==> src/rtl/cnf_loader_if.sv <==
// Host literal stream into the clause loader: one literal per beat,
// qualified by lit_valid/lit_ready.
interface cnf_loader_if #(
  parameter int MAX_VARS_BITS = 9
);
  logic                     lit_valid;
  logic                     lit_ready;
  logic [MAX_VARS_BITS-1:0] lit_var;
  logic                     lit_pol;
  logic                     lit_last;
  logic                     form_last;

  modport master (
    output lit_valid, lit_var, lit_pol, lit_last, form_last,
    input  lit_ready
  );

  modport slave (
    input  lit_valid, lit_var, lit_pol, lit_last, form_last,
    output lit_ready
  );
endinterface

==> src/rtl/cnf_loader.sv <==
// Clause-DB writer: packs a host literal stream into one word per clause.
// Optional CNF_LOADER_DEDUP_EN drops repeated literals and skips tautologies.
module cnf_loader #(
  parameter int VAR_PER_CLAUSE   = 5,
  parameter int MAX_VARS_BITS    = 9,
  parameter int MAX_CLAUSES_BITS = 10,
  parameter int CLAUSE_DATA_BITS = VAR_PER_CLAUSE * (MAX_VARS_BITS + 2)
) (
  input  logic                        clock,
  input  logic                        reset,
  input  logic                        load_start,
  cnf_loader_if.slave                 lit,
  output logic                        cdb_wren,
  output logic [MAX_CLAUSES_BITS-1:0] cdb_address,
  output logic [CLAUSE_DATA_BITS-1:0] cdb_data,
  output logic [MAX_CLAUSES_BITS:0]   num_clauses,
  output logic                        load_busy,
  output logic                        load_done,
  output logic                        load_err,
  output logic [1:0]                  err_code
);

  localparam int W        = MAX_VARS_BITS + 2;
  localparam int CNT_BITS = $clog2(VAR_PER_CLAUSE + 1);

  typedef enum logic [2:0] {
    S_IDLE, S_COLLECT, S_WRITE, S_DONE, S_ERROR
  } state_e;

  state_e                      state_q, state_d;
  logic [MAX_VARS_BITS-1:0]    slot_var_q [VAR_PER_CLAUSE];
  logic [MAX_VARS_BITS-1:0]    slot_var_d [VAR_PER_CLAUSE];
  logic [VAR_PER_CLAUSE-1:0]   slot_pol_q, slot_pol_d;
  logic [CNT_BITS-1:0]         count_q, count_d;
  logic [MAX_CLAUSES_BITS-1:0] clause_idx_q, clause_idx_d;
  logic [MAX_CLAUSES_BITS:0]   num_q, num_d;
  logic                        form_last_q, form_last_d;
  logic                        taut_q, taut_d;
  logic [1:0]                  err_q, err_d;

  logic                        match_any;
`ifdef CNF_LOADER_DEDUP_EN
  logic                        match_same;
`endif
  logic [CLAUSE_DATA_BITS-1:0] packed_word;

  always_ff @(posedge clock) begin
    // NOTE: sequential state uses non-blocking assignments so every flop samples pre-edge values.
    if (reset) begin
      state_q      <= S_IDLE;
      // NOTE: the slot array is a handful of flops, not a RAM, so it is cleared on reset too.
      for (int i = 0; i < VAR_PER_CLAUSE; i++) slot_var_q[i] <= '0;
      slot_pol_q   <= '0;
      count_q      <= '0;
      clause_idx_q <= '0;
      num_q        <= '0;
      form_last_q  <= 1'b0;
      taut_q       <= 1'b0;
      err_q        <= '0;
    end else begin
      state_q      <= state_d;
      slot_var_q   <= slot_var_d;
      slot_pol_q   <= slot_pol_d;
      count_q      <= count_d;
      clause_idx_q <= clause_idx_d;
      num_q        <= num_d;
      form_last_q  <= form_last_d;
      taut_q       <= taut_d;
      err_q        <= err_d;
    end
  end

  // Duplicate detection only looks at slots already filled in this clause.
  always_comb begin
    match_any = 1'b0;
`ifdef CNF_LOADER_DEDUP_EN
    match_same = 1'b0;
`endif
    for (int i = 0; i < VAR_PER_CLAUSE; i++) begin
      if (i < int'(count_q) && slot_var_q[i] == lit.lit_var) begin
        match_any = 1'b1;
`ifdef CNF_LOADER_DEDUP_EN
        if (slot_pol_q[i] == lit.lit_pol) match_same = 1'b1;
`endif
      end
    end
  end

  always_comb begin
    // NOTE: every _d gets its hold value first so no path through the case can infer a latch.
    state_d      = state_q;
    slot_var_d   = slot_var_q;
    slot_pol_d   = slot_pol_q;
    count_d      = count_q;
    clause_idx_d = clause_idx_q;
    num_d        = num_q;
    form_last_d  = form_last_q;
    taut_d       = taut_q;
    err_d        = err_q;

    case (state_q)
      S_IDLE, S_DONE, S_ERROR: begin
        if (load_start) begin
          state_d      = S_COLLECT;
          for (int i = 0; i < VAR_PER_CLAUSE; i++) slot_var_d[i] = '0;
          slot_pol_d   = '0;
          count_d      = '0;
          clause_idx_d = '0;
          num_d        = '0;
          form_last_d  = 1'b0;
          taut_d       = 1'b0;
          err_d        = '0;
        end
      end
      S_COLLECT: begin
        if (lit.lit_valid) begin
          if (int'(count_q) == VAR_PER_CLAUSE) begin
            state_d = S_ERROR;
            err_d   = 2'd1;
          end else if (match_any) begin
`ifdef CNF_LOADER_DEDUP_EN
            if (!match_same) taut_d = 1'b1;
`else
            state_d = S_ERROR;
            err_d   = 2'd2;
`endif
          end else begin
            slot_var_d[count_q] = lit.lit_var;
            slot_pol_d[count_q] = lit.lit_pol;
            count_d             = count_q + 1'b1;
          end
          // An error on this beat wins over closing the clause.
          if (state_d == S_COLLECT && lit.lit_last) begin
            form_last_d = lit.form_last;
            state_d     = S_WRITE;
          end
        end
      end
      S_WRITE: begin
        for (int i = 0; i < VAR_PER_CLAUSE; i++) slot_var_d[i] = '0;
        slot_pol_d = '0;
        count_d    = '0;
        taut_d     = 1'b0;
        if (!taut_q) begin
          clause_idx_d = clause_idx_q + 1'b1;
          num_d        = num_q + 1'b1;
        end
        if (form_last_q) begin
          state_d = S_DONE;
        end else if (!taut_q && clause_idx_d == '0) begin
          state_d = S_ERROR;
          err_d   = 2'd3;
        end else begin
          state_d = S_COLLECT;
        end
      end
      default: state_d = S_IDLE;
    endcase
  end

  // Unused slots have mask=0 and read as all-zero.
  always_comb begin
    packed_word = '0;
    for (int i = 0; i < VAR_PER_CLAUSE; i++) begin
      if (i < int'(count_q)) packed_word[i*W +: W] = {1'b1, slot_pol_q[i], slot_var_q[i]};
    end
  end

  assign lit.lit_ready = (state_q == S_COLLECT);
  assign cdb_wren      = (state_q == S_WRITE) && !taut_q;
  assign cdb_address   = clause_idx_q;
  assign cdb_data      = cdb_wren ? packed_word : '0;
  assign num_clauses   = num_q;
  assign load_busy     = (state_q == S_COLLECT) || (state_q == S_WRITE);
  assign load_done     = (state_q == S_DONE);
  assign load_err      = (state_q == S_ERROR);
  assign err_code      = err_q;

endmodule
==> src/flat_wrapper.sv <==
// flat-port wrapper written by rule: the top's interface ports become plain ports
module cnf_loader_flat 
#(
  parameter int VAR_PER_CLAUSE   = 5,
  parameter int MAX_VARS_BITS    = 9,
  parameter int MAX_CLAUSES_BITS = 10,
  parameter int CLAUSE_DATA_BITS = VAR_PER_CLAUSE * (MAX_VARS_BITS + 2)
)
  (clock, reset, load_start, cdb_wren, cdb_address, cdb_data, num_clauses, load_busy, load_done, load_err, err_code, lit_lit_valid, lit_lit_var, lit_lit_pol, lit_lit_last, lit_form_last, lit_lit_ready);
  cnf_loader_if #(.MAX_VARS_BITS(MAX_VARS_BITS)) lit_i ();
  input  logic clock;
  input  logic reset;
  input  logic load_start;
  output logic cdb_wren;
  output logic [MAX_CLAUSES_BITS-1:0] cdb_address;
  output logic [CLAUSE_DATA_BITS-1:0] cdb_data;
  output logic [MAX_CLAUSES_BITS:0] num_clauses;
  output logic load_busy;
  output logic load_done;
  output logic load_err;
  output logic [1:0] err_code;
  input wire logic [$bits(lit_i.lit_valid)-1:0] lit_lit_valid;
  input wire logic [$bits(lit_i.lit_var)-1:0] lit_lit_var;
  input wire logic [$bits(lit_i.lit_pol)-1:0] lit_lit_pol;
  input wire logic [$bits(lit_i.lit_last)-1:0] lit_lit_last;
  input wire logic [$bits(lit_i.form_last)-1:0] lit_form_last;
  output wire logic [$bits(lit_i.lit_ready)-1:0] lit_lit_ready;
  assign lit_i.lit_valid = lit_lit_valid;
  assign lit_i.lit_var = lit_lit_var;
  assign lit_i.lit_pol = lit_lit_pol;
  assign lit_i.lit_last = lit_lit_last;
  assign lit_i.form_last = lit_form_last;
  assign lit_lit_ready = lit_i.lit_ready;
  cnf_loader #(.VAR_PER_CLAUSE(VAR_PER_CLAUSE), .MAX_VARS_BITS(MAX_VARS_BITS), .MAX_CLAUSES_BITS(MAX_CLAUSES_BITS), .CLAUSE_DATA_BITS(CLAUSE_DATA_BITS)) u_core (.clock(clock), .reset(reset), .load_start(load_start), .lit(lit_i), .cdb_wren(cdb_wren), .cdb_address(cdb_address), .cdb_data(cdb_data), .num_clauses(num_clauses), .load_busy(load_busy), .load_done(load_done), .load_err(load_err), .err_code(err_code));
endmodule
==> config.mk <==
export PLATFORM = sky130hd
export DESIGN_NAME = cnf_loader_flat
export DESIGN_NICKNAME = d
export VERILOG_FILES = /design/src/rtl/cnf_loader_if.sv /design/src/rtl/cnf_loader.sv /design/src/flat_wrapper.sv
export SDC_FILE = /design/constraint.sdc
export NUM_CORES = 1
export LEC_CHECK = 0
export BUFFER_PORTS_ARGS = -buffer_cell sky130_fd_sc_hd__buf_2
export CAP_MARGIN = 10
export CORE_ASPECT_RATIO = 1.25
export CORE_MARGIN = 2
export CORE_UTILIZATION = 51
export CTS_BUF_LIST = sky130_fd_sc_hd__clkbuf_2
export CTS_CLUSTER_SIZE = 16
export DETAILED_ROUTE_END_ITERATION = 12
export PLACE_DENSITY = 0.79
export RECOVER_POWER = 25
export SYNTH_ARGS = -nofsm -noshare
export SYNTH_HDL_FRONTEND = slang
export SYNTH_SLANG_ARGS = --single-unit
==> constraint.sdc <==
create_clock -name clock -period 2.24 [get_ports clock]
set_clock_uncertainty 0.2 [all_clocks]
set_input_delay 0.448 -clock clock [delete_from_list [all_inputs] [get_ports clock]]
set_output_delay 0.448 -clock clock [all_outputs]
set_load 0.01 [all_outputs]
; ---- Word-level counts from Yosys, hierarchy flattened
; Cells that the tools add are included.
[totals]
register_bits = 81
latch_bits = 0
ramBits = 0
romBits = 0
out_inout_bits = 83
elab_cells = 131
memories = 0
[op_classes]
addsub = 3
multipliers = 0
n_div = 0
order_cmp = 9
n_eq_ne = 20
shift = 0
muxes = 61
n_bitwise = 1
reduce_logical = 24
[ops]
columns = op, n
row1 = 45-bit 2-to-1 mux, 4
row2 = 45-bit one-hot mux with 3 select lines, 1
row3 = 11-bit 2-to-1 mux, 7
row4 = 55-bit 2-to-1 mux, 1
row5 = 45-bit bitwise mux, 1
row6 = 9-bit equality test, 5
row7 = 3-bit 2-to-1 mux, 13
row8 = 10-bit 2-to-1 mux, 3
row9 = 9-bit demux with 3-bit select, 1
row10 = 11-bit one-hot mux with 2 select lines, 1
row11 = 5-bit 2-to-1 mux, 4
row12 = 10-bit one-hot mux with 2 select lines, 1
row13 = 3-bit one-hot mux with 3 select lines, 2
row14 = 5-bit one-hot mux with 3 select lines, 1
row15 = 2-bit 2-to-1 mux, 6
row16 = 2-bit inequality test (second input constant), 6
row17 = 11-bit by 1-bit adder with 11-bit output (second input constant), 1
row18 = 10-bit by 1-bit adder with 10-bit output (second input constant), 1
row19 = 1-bit logical AND, 10
row20 = 10-bit zero test, 1
row21 = 1-bit 2-to-1 mux, 9
row22 = 9-bit 2-to-1 mux, 1
row23 = 3-bit by 1-bit equality test with 1-bit output (second input constant), 2
row24 = 3-bit by 2-bit equality test with 1-bit output (second input constant), 2
row25 = other kinds (27), 34

; ---- Depth between registers and ports, before layout
; Gate-level depths: netlist (run 1).
[depth]
depth_word = 16
depth_mapped = 10
depth_no_buf = 8

; ---- Least setup slack after synthesis (run 1)
; Ideal clock, no wire load.
[synth_timing]
path_kind = flip-flop to flip-flop
from = reg u_core.count_q[0]
to = reg u_core.slot_pol_q[1]
t_arrival_ps = 2113
slack_ps = -145
stages_incl_launch_ff = 10
n_path_buf = 1
period_less_slack_ps = 2385
path_cell_list = dfxtp_1 > inv_1 > ha_1 > nor2b_1 > or4_1 > and3_1 > nand3_4 > or4_1 > buf_4 > mux2i_1
[synth_via]
elab_chain_len = 9
[synth_rtl]
columns = element, line_no
row1 = from (decl), cnf_loader.sv:34  ; logic [CNT_BITS-1:0] count_q, count_d;
row2 = from (signal assigned), cnf_loader.sv:64  ; count_q <= count_d;
row3 = 3-bit by 4-bit less-than comparator with 1-bit output (not written as such) (tied with other cells), cnf_loader.sv:129  ; slot_pol_d[count_q] = lit.lit_pol;
row4 = 1-bit logical AND (on tied branches), "cnf_loader.sv:129, cnf_loader.sv:80"
row5 = 1-bit 2-to-1 mux (on tied branches), "cnf_loader.sv:129, cnf_loader.sv:80"
row6 = 1-bit demux with 3-bit select / 1-bit 2-to-1 mux (equally long branches), --
row7 = 5-bit bitwise mux / 1-bit 2-to-1 mux (equally long branches), "cnf_loader.sv:129, cnf_loader.sv:80"
row8 = 5-bit 2-to-1 mux / 1-bit 2-to-1 mux (equally long branches), "cnf_loader.sv:120, cnf_loader.sv:80"
row9 = 5-bit 2-to-1 mux / 1-bit 2-to-1 mux (equally long branches), "cnf_loader.sv:117, cnf_loader.sv:80"
row10 = 5-bit 2-to-1 mux / 2-bit inequality test (equally long branches), --
row11 = 5-bit one-hot mux with 3 select lines / 5-bit AND reduction (equally long branches), --
row12 = to (signal assigned), cnf_loader.sv:63  ; slot_pol_q <= slot_pol_d;
row13 = to (decl), cnf_loader.sv:33  ; logic [VAR_PER_CLAUSE-1:0] slot_pol_q, slot_pol_d;
; Several ways; a longest one is shown, not always the timed one. The select of a mux whose other input is x is not followed.
; A chain may end at the register's enable or synchronous reset.

; ---- Final worst setup path (run 1)
[layout_timing]
from = reg u_core.count_q[0]
to = out cdb_data[48]
[layout_via]
elab_chain_len = 3
[layout_rtl]
columns = element, line_no
row1 = 3-bit less-than comparator, cnf_loader.sv:165  ; if (i < int'(count_q)) packed_word[i*W +: W] = {1'b1, slot_pol_q[i], slot_var_q[i]};
row2 = 11-bit 2-to-1 mux, cnf_loader.sv:165
row3 = 55-bit 2-to-1 mux, cnf_loader.sv:172  ; assign cdb_data = cdb_wren ? packed_word : '0;
row4 = to (decl), flat_wrapper.sv:16  ; output logic [CLAUSE_DATA_BITS-1:0] cdb_data;
; Every way passes these cells.

==> results.sh, run 1 <==
export IMPL_crit_path_start_kind="flip-flop"
export IMPL_cts_tree="done"
export IMPL_fin_setup_tns_ns=-40.38
export IMPL_syn_nets=572
export IMPL_clock_fmax_ghz=0.370
export IMPL_synth_common_cells="dfxtp_1, nand2_1, nor2_1"
export IMPL_synthDistinctLibCells=58
export IMPL_area_growth_pct=69.1
export IMPL_fp_dieW_um=88.6
export IMPL_place_area_sq_um=5580
export IMPL_crit_fanout=6
export IMPL_peakVddDrop_mv=0.600
export IMPL_cts_sinks=80
export IMPL_fp_row_count=38
export IMPL_portBuffers=98
export IMPL_r2r_cells=8
export IMPL_timing_rr_start="u_core.slot_var_q[19]"
export IMPL_netlist_instances=550
export IMPL_wire_per_inst_um=26.1
export IMPL_initialDrtViolationCount=631
export IMPL_reg2reg_slack_ns=-0.42
export IMPL_grt_max_degree=34
export IMPL_cts_path_max_buffers=2
export IMPL_cp_startpoint="u_core.count_q[0]"
export IMPL_slew_headroom=0.661
export IMPL_finalSetupViolations=122
export IMPL_place_gp_congestion=0.921
export IMPL_yosys_area_top_type_share=0.351
export IMPL_period_needed_ns=2.70
export IMPL_synthTopCellsByArea="dfxtp_1, mux2i_1, and2_1"
export IMPL_die_area_sq_um=9730
export IMPL_power_total_mw=3.28
export IMPL_globalRoute_totalOverflow=0
export IMPL_antenna_cells=0
export IMPL_synthArstFlopShare=0
export IMPL_ys_warnings_count=0
export IMPL_dp_cells=792
export IMPL_layout_drive_gt1_share=0.524
export IMPL_n_fill_cell=368
export IMPL_avgSynthCellArea_sq_um=8.30
export IMPL_rr_endpoint="u_core.slot_var_q[10]"
export IMPL_postRouteAntennaNets=0
export IMPL_cp_endpoint="cdb_data[48]"
export IMPL_grt_pass1_wl_um=26800
export IMPL_crit_path_end_kind="output pin"
export IMPL_io_pins=99
export IMPL_first_global_vias=5018
export IMPL_clkTransAtPathRegs_ns=0.27
export IMPL_synth_most_common_cell="dfxtp_1"
export IMPL_nets=779
export IMPL_finalCritPeriodShare=1.21
export IMPL_core_sq_um=8700
export IMPL_fin_cells=882
export IMPL_antenna_found_initial=0
export IMPL_cts_root_buf="clkbuf_2"
export IMPL_grt_setup_unrepaired="yes"
export IMPL_vias=5833
export IMPL_hold_path_class="in -> reg"
export IMPL_ys_flop_type="dfxtp_1"
export IMPL_final_area_sq_um=7720
export IMPL_p_per_area_nw_per_um2=425
export IMPL_synth_ff_latch_count=80
export IMPL_place_hpwl_um=9780
export IMPL_drt_total_wl_um=23000
export IMPL_cp_required_ns=1.59
export IMPL_hold_slack_ns=0.0143
export IMPL_arrival_ns=2.05
export IMPL_whs_path_depth=3
export IMPL_violations="negative setup slack"
export IMPL_outcome="complete, but fails checks"
export IMPL_vias_per_cell=6.61
export IMPL_cts_buffers=9
export IMPL_drc=0
export IMPL_maxCapViolCount=0
export IMPL_start_util=0.525
export IMPL_final_hold_viol_count=0
export IMPL_synth_yosys_seq_area_share=0.351
export IMPL_clk_latency_ns=0.62
export IMPL_syn_area_sq_um=4570
export IMPL_dr_pass1_iters=5
export IMPL_slew_violations=0
export IMPL_dp_slack_ns=-0.348
export IMPL_leakage_nw=3.35
export IMPL_synth_edf_count=0
export IMPL_worst_slew_pin_slew_ns=0.507
export IMPL_crit_type="reg -> out"
export IMPL_yosys_area_top_type="dfxtp_1"
export IMPL_grt_usage=0.366
export IMPL_die_h_um=110
export IMPL_htreeDepth=3
export IMPL_post_route_util=0.888
export IMPL_layout_setup_ws_ns=-0.461
==> worst max-delay path, cell delays in order, from the launching register on <==
cell and delay (ns):
dfxtp_2 0.40, buf_6 0.13, or2_4 0.27, buf_8 0.13, and3_4 0.21, and2_1 0.15, buf_2 0.14
==> placed cells by master (no fill, tap or decap), drive strengths merged, types with 3 or more instances in the layout <==
cell type,instances
buf,217
dfxtp,80
nand2,60
nor2,46
and2,41
mux2i,34
xor2,25
nand3,24
clkbuf,24
xnor2,22
and3,22
o21ai,22
a21oi,17
inv,12
o311ai,10
o41ai,10
nor3,10
nand4,9
nor4,7
ha,6
dlygate4sd3,5
or4,5
a311oi,4
a211oi,4
or3,3
a22oi,3
mux2,3
nor2b,3
clkinv,3
==> layer usage <==
| layer | track usage | part of all wire | up-vias |
|---|---|---|---|
| met2 | 0.603 | 0.47 | 511 |
| li1 | - | - | 2363 |
| met1 | 0.421 | 0.34 | 2768 |
| met5 | 0 | 0 | - |
| met4 | 0.260 | 0.087 | 0 |
| met3 | 0.0646 | 0.10 | 191 |
==> cells by family (layout without fill, tap and decap cells) <==
kind of cell / Yosys count / count (layout) / share of synthesized area
xor+xnor: 47 / 47 / 0.0901
mux: 37 / 37 / 0.0819
buf+inv: 56 / 265 / 0.0589
compound gates: 89 / 89 / 0.139
flops: 80 / 80 / 0.351
fa+ha+maj: 6 / 6 / 0.0164
simple gates: 235 / 238 / 0.263
==> cell type report <==
type	count	area (sq um)	share of cell area
Tap cell	120	150	0.0194
Clock inverter	7	103	0.0133
Multi-Input combinational cell	417	3500	0.453
Inverter	11	47.5	0.00616
Timing Repair Buffer	238	2250	0.291
Clock buffer	9	45.0	0.00583
Sequential cell	80	1630	0.212
==> how the worst min path moves through the flow <==
stage | startpoint | end | slack [ns]
after detailed placement | u_core.slot_pol_q[4] | u_core.slot_pol_q[4] | 0.25
final | lit_lit_var[8] | u_core.slot_var_q[44] | 0.01
after floorplan | u_core.slot_pol_q[3] | u_core.slot_pol_q[3] | 0.23
after global routing | lit_lit_var[8] | u_core.slot_var_q[44] | 0.02
after global placement | u_core.slot_pol_q[3] | u_core.slot_pol_q[3] | 0.24
after CTS | lit_lit_var[3] | u_core.slot_var_q[39] | 0.007
==> timing repair <==
| item | 4_1_cts | 5_1_grt |
|---|---|---|
| setup endpoints to repair | 116 | 134 |
| gates resized for setup | 166 | 149 |
| cloned | 11 | 6 |
| hold buffers | 5 | 0 |
| hold endpoints to repair | 5 | 0 |
| buffers inserted | 36 | 29 |
| pin swaps | 36 | 30 |
==> sequential cells by signal, summed over array words and instances, names as in the netlist <==
signal and cells:
u_core.num_clauses 11, u_core.err_code 2, u_core.slot_pol_q 5, u_core.slot_var_q 45, u_core.count_q 3, u_core.cdb_address 10
u_core.form_last_q 1, u_core.state_q 3
==> where the power goes <==
| group | total, mW | switching, mW | leakage, nW | internal [mW] |
|---|---|---|---|---|
| logic | 0.826 | 0.450 | 2.62 | 0.376 |
| registers | 1.46 | 0.0212 | 0.655 | 1.44 |
| clock network | 0.994 | 0.614 | 0.0831 | 0.381 |
| total | 3.28 | 1.08 | 3.35 | 2.20 |
(Power assumes the default switching activity.)
==> inputs of run 2 (changes only) <==
--- a/config.mk
+++ b/config.mk
@@ -9,11 +9,11 @@
 export CAP_MARGIN = 10
 export CORE_ASPECT_RATIO = 1.25
 export CORE_MARGIN = 2
-export CORE_UTILIZATION = 51
+export CORE_UTILIZATION = 50
 export CTS_BUF_LIST = sky130_fd_sc_hd__clkbuf_2
 export CTS_CLUSTER_SIZE = 16
 export DETAILED_ROUTE_END_ITERATION = 12
-export PLACE_DENSITY = 0.79
+export PLACE_DENSITY = 0.77
 export RECOVER_POWER = 25
 export SYNTH_ARGS = -nofsm -noshare
 export SYNTH_HDL_FRONTEND = slang
==> results.sh, run 2 (synthesis gave the netlist of run 1 again) <==
export IMPL_cts_path_max_buffers=2
export IMPL_p_comb_frac=0.228
export IMPL_arrival_ns=2.02
export IMPL_die_h_um=111
export IMPL_period_needed_ns=2.67
export IMPL_crit_path_end_kind="output pin"
export IMPL_drt_total_wl_um=20200
export IMPL_p_int_mw=2.24
export IMPL_slew_violations=0
export IMPL_area_growth_pct=69.1
export IMPL_grt_met1_usage=0.396
export IMPL_multi_input_area_sq_um=3490
export IMPL_regArea_sq_um=1640
export IMPL_cts_buffers=9
export IMPL_largest_register="u_core.slot_var_q"
export IMPL_io_pins=99
export IMPL_postRouteAntennaNets=0
export IMPL_grt_usage=0.332
export IMPL_clockPowerShare=0.320
export IMPL_grt_max_degree=32
export IMPL_grt_setup_unrepaired="yes"
export IMPL_use_met3=0.0566
export IMPL_p_sw_frac=0.305
export IMPL_final_hold_viol_count=0
export IMPL_place_hpwl_um=9990
export IMPL_largest_register_ffs=45
export IMPL_use_met2=0.558
export IMPL_layout_setup_ws_ns=-0.432
export IMPL_p_seq_frac=0.451
export IMPL_violations="negative setup slack"
export IMPL_n_fill_cell=418
export IMPL_crit_top_cell="buf_6"
export IMPL_cts_tree="done"
export IMPL_nets=783
export IMPL_wire_per_inst_um=22.8
export IMPL_clk_latency_ns=0.63
export IMPL_place_area_sq_um=5590
export IMPL_cts_root_buf="clkbuf_2"
export IMPL_clkTransAtPathRegs_ns=0.24
export IMPL_slowest_stage="dfxtp_2"
export IMPL_final_common_cell="buf_6"
export IMPL_finalSetupViolations=119
export IMPL_crit_type="reg -> out"
export IMPL_dr_pass1_iters=5
export IMPL_peakVddDrop_mv=0.360
export IMPL_crit_path_start_kind="flip-flop"
export IMPL_first_global_vias=4973
export IMPL_power_switching_mw=0.983
export IMPL_layout_drive_gt1_share=0.534
export IMPL_cp_cell_sequence="buf_6, a21oi_1, buf_4, nor2_4, buf_6, and2_1, buf_2"
export IMPL_final_area_sq_um=7720
export IMPL_clock_fmax_ghz=0.374
export IMPL_outcome="complete, but fails checks"
export IMPL_grt_pass1_wl_um=25500
export IMPL_worst_slew_pin_slew_ns=0.388
export IMPL_initialDrtViolationCount=440
export IMPL_antenna_found_initial=0
export IMPL_antenna_cells=0
export IMPL_vias=5537
export IMPL_dp_slack_ns=-0.337
export IMPL_grt_busiest_layer="met2"
export IMPL_hold_path_class="in -> reg"
export IMPL_die_area_sq_um=9920
export IMPL_maxCapViolCount=0
export IMPL_final_cell_mix="buf_6, buf_4, dfxtp_1"
export IMPL_globalRoute_totalOverflow=0
export IMPL_fp_row_count=39
export IMPL_htreeDepth=3
export IMPL_portBuffers=98
export IMPL_place_gp_congestion=0.944
export IMPL_core_sq_um=9030
export IMPL_drc=0
export IMPL_leakage_nw=3.31
export IMPL_cp_slowest_stage_delay_ns=0.38
export IMPL_p_per_area_nw_per_um2=417
export IMPL_fp_dieW_um=89.5
export IMPL_cts_sinks=80
export IMPL_crit_fanout=7
export IMPL_vias_per_cell=6.23
export IMPL_finalCritPeriodShare=1.19
export IMPL_slew_headroom=0.739
export IMPL_cp_required_ns=1.59
export IMPL_start_util=0.506
-- run 2: worst paths after layout --
check	endpoint	slack, ns	from	depth (start not counted)
setup / recovery	cdb_data[31]	-0.43	u_core.count_q[1]	7
setup reg to reg	u_core.slot_var_q[28]	-0.41	u_core.count_q[0]	10
hold reg to reg	u_core.slot_pol_q[3]	0.29	u_core.slot_pol_q[3]	2
hold / removal	u_core.slot_var_q[36]	0.02	lit_lit_var[0]	3
-- run 2: stage by stage --
stage / utilization / std cells / hold slack, ns / total power, mW / TNS, ns
3_5_place_dp: 0.620 / 795 / 0.252 / 1.90 / -14.19
2_1_floorplan: - / 550 / 0.230 / 1.73 / -0.392
4_1_cts: 0.756 / 855 / 0.0182 / 3.05 / -22.92
5_1_grt: 0.855 / 889 / -0.0000620 / 3.31 / -40.71
3_3_place_gp: 0.620 / 795 / 0.243 / 1.89 / -13.61
6_report: 0.855 / 889 / 0.0163 / 3.22 / -34.41
-- run 2: layout make-up --
class	instances	share of cell area
Sequential cell	80	0.213
Clock inverter	7	0.0143
Tap cell	123	0.0199
Timing Repair Buffer	242	0.289
Multi-Input combinational cell	417	0.452
Inverter	11	0.00697
Clock buffer	9	0.00583
-- run 2: critical path: cells and delay by family, from the launching register on --
family,cells,cell delay (ns)
AO/OA/AOI/OAI,1,0.30
buffers and inverters,4,0.58
flip-flops,1,0.38
AND/OR/NAND/NOR,2,0.18
-- run 2: per-layer routing --
| metal | up-vias | routed length (um) |
|---|---|---|
| met1 | 2624 | 7060 |
| met5 | - | 0 |
| met2 | 401 | 9910 |
| met4 | 0 | 1610 |
| met3 | 149 | 1660 |
| li1 | 2363 | - |
-- run 2: power groups by stage --
stage	clock network [mW]	registers (mW)	logic, mW
5_1_grt	1.09	1.46	0.764
4_1_cts	1.00	1.46	0.590
2_1_floorplan	0	1.48	0.250
3_3_place_gp	0	1.48	0.407
3_5_place_dp	0	1.49	0.413
6_report	1.03	1.46	0.736
-- run 2: what timing repair did --
item                                    in CTS  in global routing
hold buffers                                 4                  0
gates cloned                                10                  4
endpoints found under the setup margin     111                124
endpoints found under the hold margin        5                  0
gates resized for setup                    163                152
setup buffers                               33                 35
pin swaps                                   31                 39
==> inputs of run 3 (changes only) <==
--- a/config.mk
+++ b/config.mk
@@ -5,6 +5,7 @@
 export SDC_FILE = /design/constraint.sdc
 export NUM_CORES = 1
 export LEC_CHECK = 0
+export ABC_AREA = 1
 export BUFFER_PORTS_ARGS = -buffer_cell sky130_fd_sc_hd__buf_2
 export CAP_MARGIN = 10
 export CORE_ASPECT_RATIO = 1.25
@@ -13,8 +14,9 @@
 export CTS_BUF_LIST = sky130_fd_sc_hd__clkbuf_2
 export CTS_CLUSTER_SIZE = 16
 export DETAILED_ROUTE_END_ITERATION = 12
-export PLACE_DENSITY = 0.77
+export PLACE_DENSITY = 0.76
 export RECOVER_POWER = 25
+export SKIP_CTS_REPAIR_TIMING = 1
 export SYNTH_ARGS = -nofsm -noshare
 export SYNTH_HDL_FRONTEND = slang
 export SYNTH_SLANG_ARGS = --single-unit
==> results.sh, run 3 <==
export IMPL_r2r_cells=12
export IMPL_die_area_sq_um=11200
export IMPL_antenna_found_initial=0
export IMPL_worst_slew_pin_slew_ns=0.532
export IMPL_synthArstFlopShare=0
export IMPL_io_pins=99
export IMPL_violations="negative setup slack"
export IMPL_grt_usage=0.288
export IMPL_first_global_vias=5175
export IMPL_fp_row_count=41
export IMPL_hold_path_class="in -> reg"
export IMPL_syn_nets=796
export IMPL_layout_drive_gt1_share=0.397
export IMPL_fp_dieW_um=95.1
export IMPL_place_area_sq_um=6180
export IMPL_wire_per_inst_um=15.9
export IMPL_yosys_area_top_type_share=0.309
export IMPL_synthDistinctLibCells=36
export IMPL_p_int_mw=2.19
export IMPL_synthTopCellsByArea="dfxtp_1, nand2_1, a21oi_2"
export IMPL_rr_endpoint="u_core.count_q[0]"
export IMPL_postRouteAntennaNets=0
export IMPL_area_growth_pct=28.0
export IMPL_vias=5726
export IMPL_synth_yosys_seq_area_share=0.309
export IMPL_final_common_cell="nand2_1"
export IMPL_yosys_area_top_type="dfxtp_1"
export IMPL_whs_path_depth=4
export IMPL_htreeDepth=3
export IMPL_slew_violations=0
export IMPL_outcome="complete, but fails checks"
export IMPL_cts_tree="done"
export IMPL_fin_setup_tns_ns=-14.12
export IMPL_largest_register="u_core.slot_var_q"
export IMPL_place_gp_congestion=1.01
export IMPL_synth_most_common_cell="nand2_1"
export IMPL_crit_type="reg -> out"
export IMPL_n_fill_cell=936
export IMPL_crit_path_start_kind="flip-flop"
export IMPL_finalSetupViolations=57
export IMPL_p_per_area_nw_per_um2=521
export IMPL_crit_path_end_kind="output pin"
export IMPL_timing_rr_start="u_core.state_q[2]"
export IMPL_cts_sinks=80
export IMPL_fin_cells=1050
export IMPL_slew_headroom=0.645
export IMPL_dp_slack_ns=-0.108
export IMPL_antenna_cells=0
export IMPL_worstHoldStart="lit_lit_valid"
export IMPL_leakage_nw=2.71
export IMPL_p_sw_frac=0.366
export IMPL_maxCapViolCount=0
export IMPL_drt_total_wl_um=16700
export IMPL_netlist_instances=774
export IMPL_clkTransAtPathRegs_ns=0.24
export IMPL_place_hpwl_um=12000
export IMPL_globalRoute_totalOverflow=0
export IMPL_finalCritPeriodShare=1.18
export IMPL_largest_register_ffs=45
export IMPL_p_comb_frac=0.302
export IMPL_dr_pass1_iters=8
export IMPL_clock_fmax_ghz=0.379
export IMPL_arrival_ns=1.99
export IMPL_grt_pass1_wl_um=25300
export IMPL_initialDrtViolationCount=386
export IMPL_final_area_sq_um=6630
export IMPL_vias_per_cell=5.45
export IMPL_synth_edf_count=0
export IMPL_grt_setup_unrepaired="yes"
export IMPL_period_needed_ns=2.64
export IMPL_cp_required_ns=1.59
export IMPL_p_seq_frac=0.434
export IMPL_hold_path_endpoint="u_core.state_q[1]"
export IMPL_post_route_util=0.656
export IMPL_synth_ff_latch_count=80
export IMPL_layout_setup_ws_ns=-0.401
export IMPL_die_h_um=118
export IMPL_syn_area_sq_um=5180
export IMPL_avgSynthCellArea_sq_um=6.69
export IMPL_core_sq_um=10100
export IMPL_portBuffers=98
export IMPL_cp_slowest_stage_delay_ns=0.38
export IMPL_slowest_stage="dfxtp_2"
export IMPL_start_util=0.513
export IMPL_cts_path_max_buffers=2
export IMPL_synth_common_cells="nand2_1, nor2_1, dfxtp_1"
export IMPL_clk_latency_ns=0.57
export IMPL_clockPowerShare=0.263
export IMPL_final_hold_viol_count=0
export IMPL_crit_fanout=10
export IMPL_drc=0
export IMPL_dp_cells=1022
export IMPL_ys_warnings_count=0
export IMPL_grt_max_degree=38
export IMPL_nets=939
export IMPL_power_switching_mw=1.26
export IMPL_cp_cell_sequence="inv_2, nand2_4, nor2_4, inv_4, nor2_4, inv_4, nor2_4, inv_4, nor2_2, buf_2"
export IMPL_cts_root_buf="clkbuf_2"
export IMPL_ys_flop_type="dfxtp_1"
export IMPL_final_cell_mix="nand2_1, buf_2, nor2_1"
export IMPL_reg2reg_slack_ns=0.06
export IMPL_cts_buffers=9
export IMPL_peakVddDrop_mv=0.273
==> run 3: cell types whose count changed in the layout (fill, tap and decap cells not counted), moves of 39 or more <==
cell and change:
inv_1 +65, nand4_1 +49, a21oi_2 +47, and2_4 -39, buf_6 -82, nand2_1 +112
nand2_2 +51, buf_2 +58
==> run 3: power groups by stage <==
| stage | Sequential (mW) | Combinational, mW | Clock, mW |
|---|---|---|---|
| floorplan | 1.52 | 0.604 | 0 |
| global placement | 1.52 | 0.970 | 0 |
| detailed placement | 1.52 | 0.973 | 0 |
| CTS | 1.49 | 0.977 | 0.918 |
| global route | 1.50 | 1.11 | 0.978 |
| finish | 1.50 | 1.04 | 0.909 |
==> run 3: how the worst max path moves through the flow <==
stage                            startpoint               endpoint  cells past startpoint
after global routing      u_core.state_q[2]           cdb_data[51]                     10
after floorplan           u_core.state_q[2]           cdb_data[44]                      9
after global placement       lit_lit_var[6]  u_core.slot_var_q[35]                     14
after detailed placement     lit_lit_var[6]   u_core.slot_var_q[1]                     14
after CTS                 u_core.state_q[2]           cdb_data[45]                     10
final                     u_core.state_q[2]           cdb_data[45]                     10
==> run 3: metrics by stage <==
| stage | hold slack (ns) | total power [mW] |
|---|---|---|
| after floorplan | 0.247 | 2.12 |
| after global routing | 0.00384 | 3.59 |
| after detailed placement | 0.252 | 2.49 |
| final | 0.0325 | 3.45 |
| after CTS | -0.0523 | 3.39 |
| after global placement | 0.251 | 2.49 |
==> run 3: cell families after synthesis <==
| kind of cell | synth area share |
|---|---|
| AOI/OAI and AO/OA | 0.151 |
| xor gates and xnor gates | 0.0186 |
| adders and majority gates | 0.0145 |
| buffers and inverters | 0.106 |
| DFF | 0.309 |
| and+or+nand+nor | 0.401 |
==> run 3: cell type report <==
type,instances,area (sq um),area share
repair inverters,1,7.51,0.00113
well taps,129,161,0.0243
multi-input cells,565,3200,0.482
repair buffers,168,1150,0.174
clock buffers,10,50.0,0.00755
clock inverters,5,81.3,0.0123
flip-flops and latches,80,1620,0.244
inverters,92,360,0.0543
==> run 3: per-layer routing <==
| metal | vias up | part of all wire | global-route usage | wire length, um |
|---|---|---|---|---|
| met5 | - | 0 | 0 | 0 |
| met4 | 0 | 0.040 | 0.125 | 670 |
| met3 | 59 | 0.071 | 0.0461 | 1180 |
| met2 | 225 | 0.50 | 0.498 | 8400 |
| met1 | 2650 | 0.38 | 0.346 | 6410 |
| li1 | 2792 | - | - | - |
==> run 3: critical path: cells and delay by family, from the launching register on <==
kind	cells	cell delay (ns)
DFF	1	0.38
and+or+nand+nor	5	0.60
buffers and inverters	5	0.43
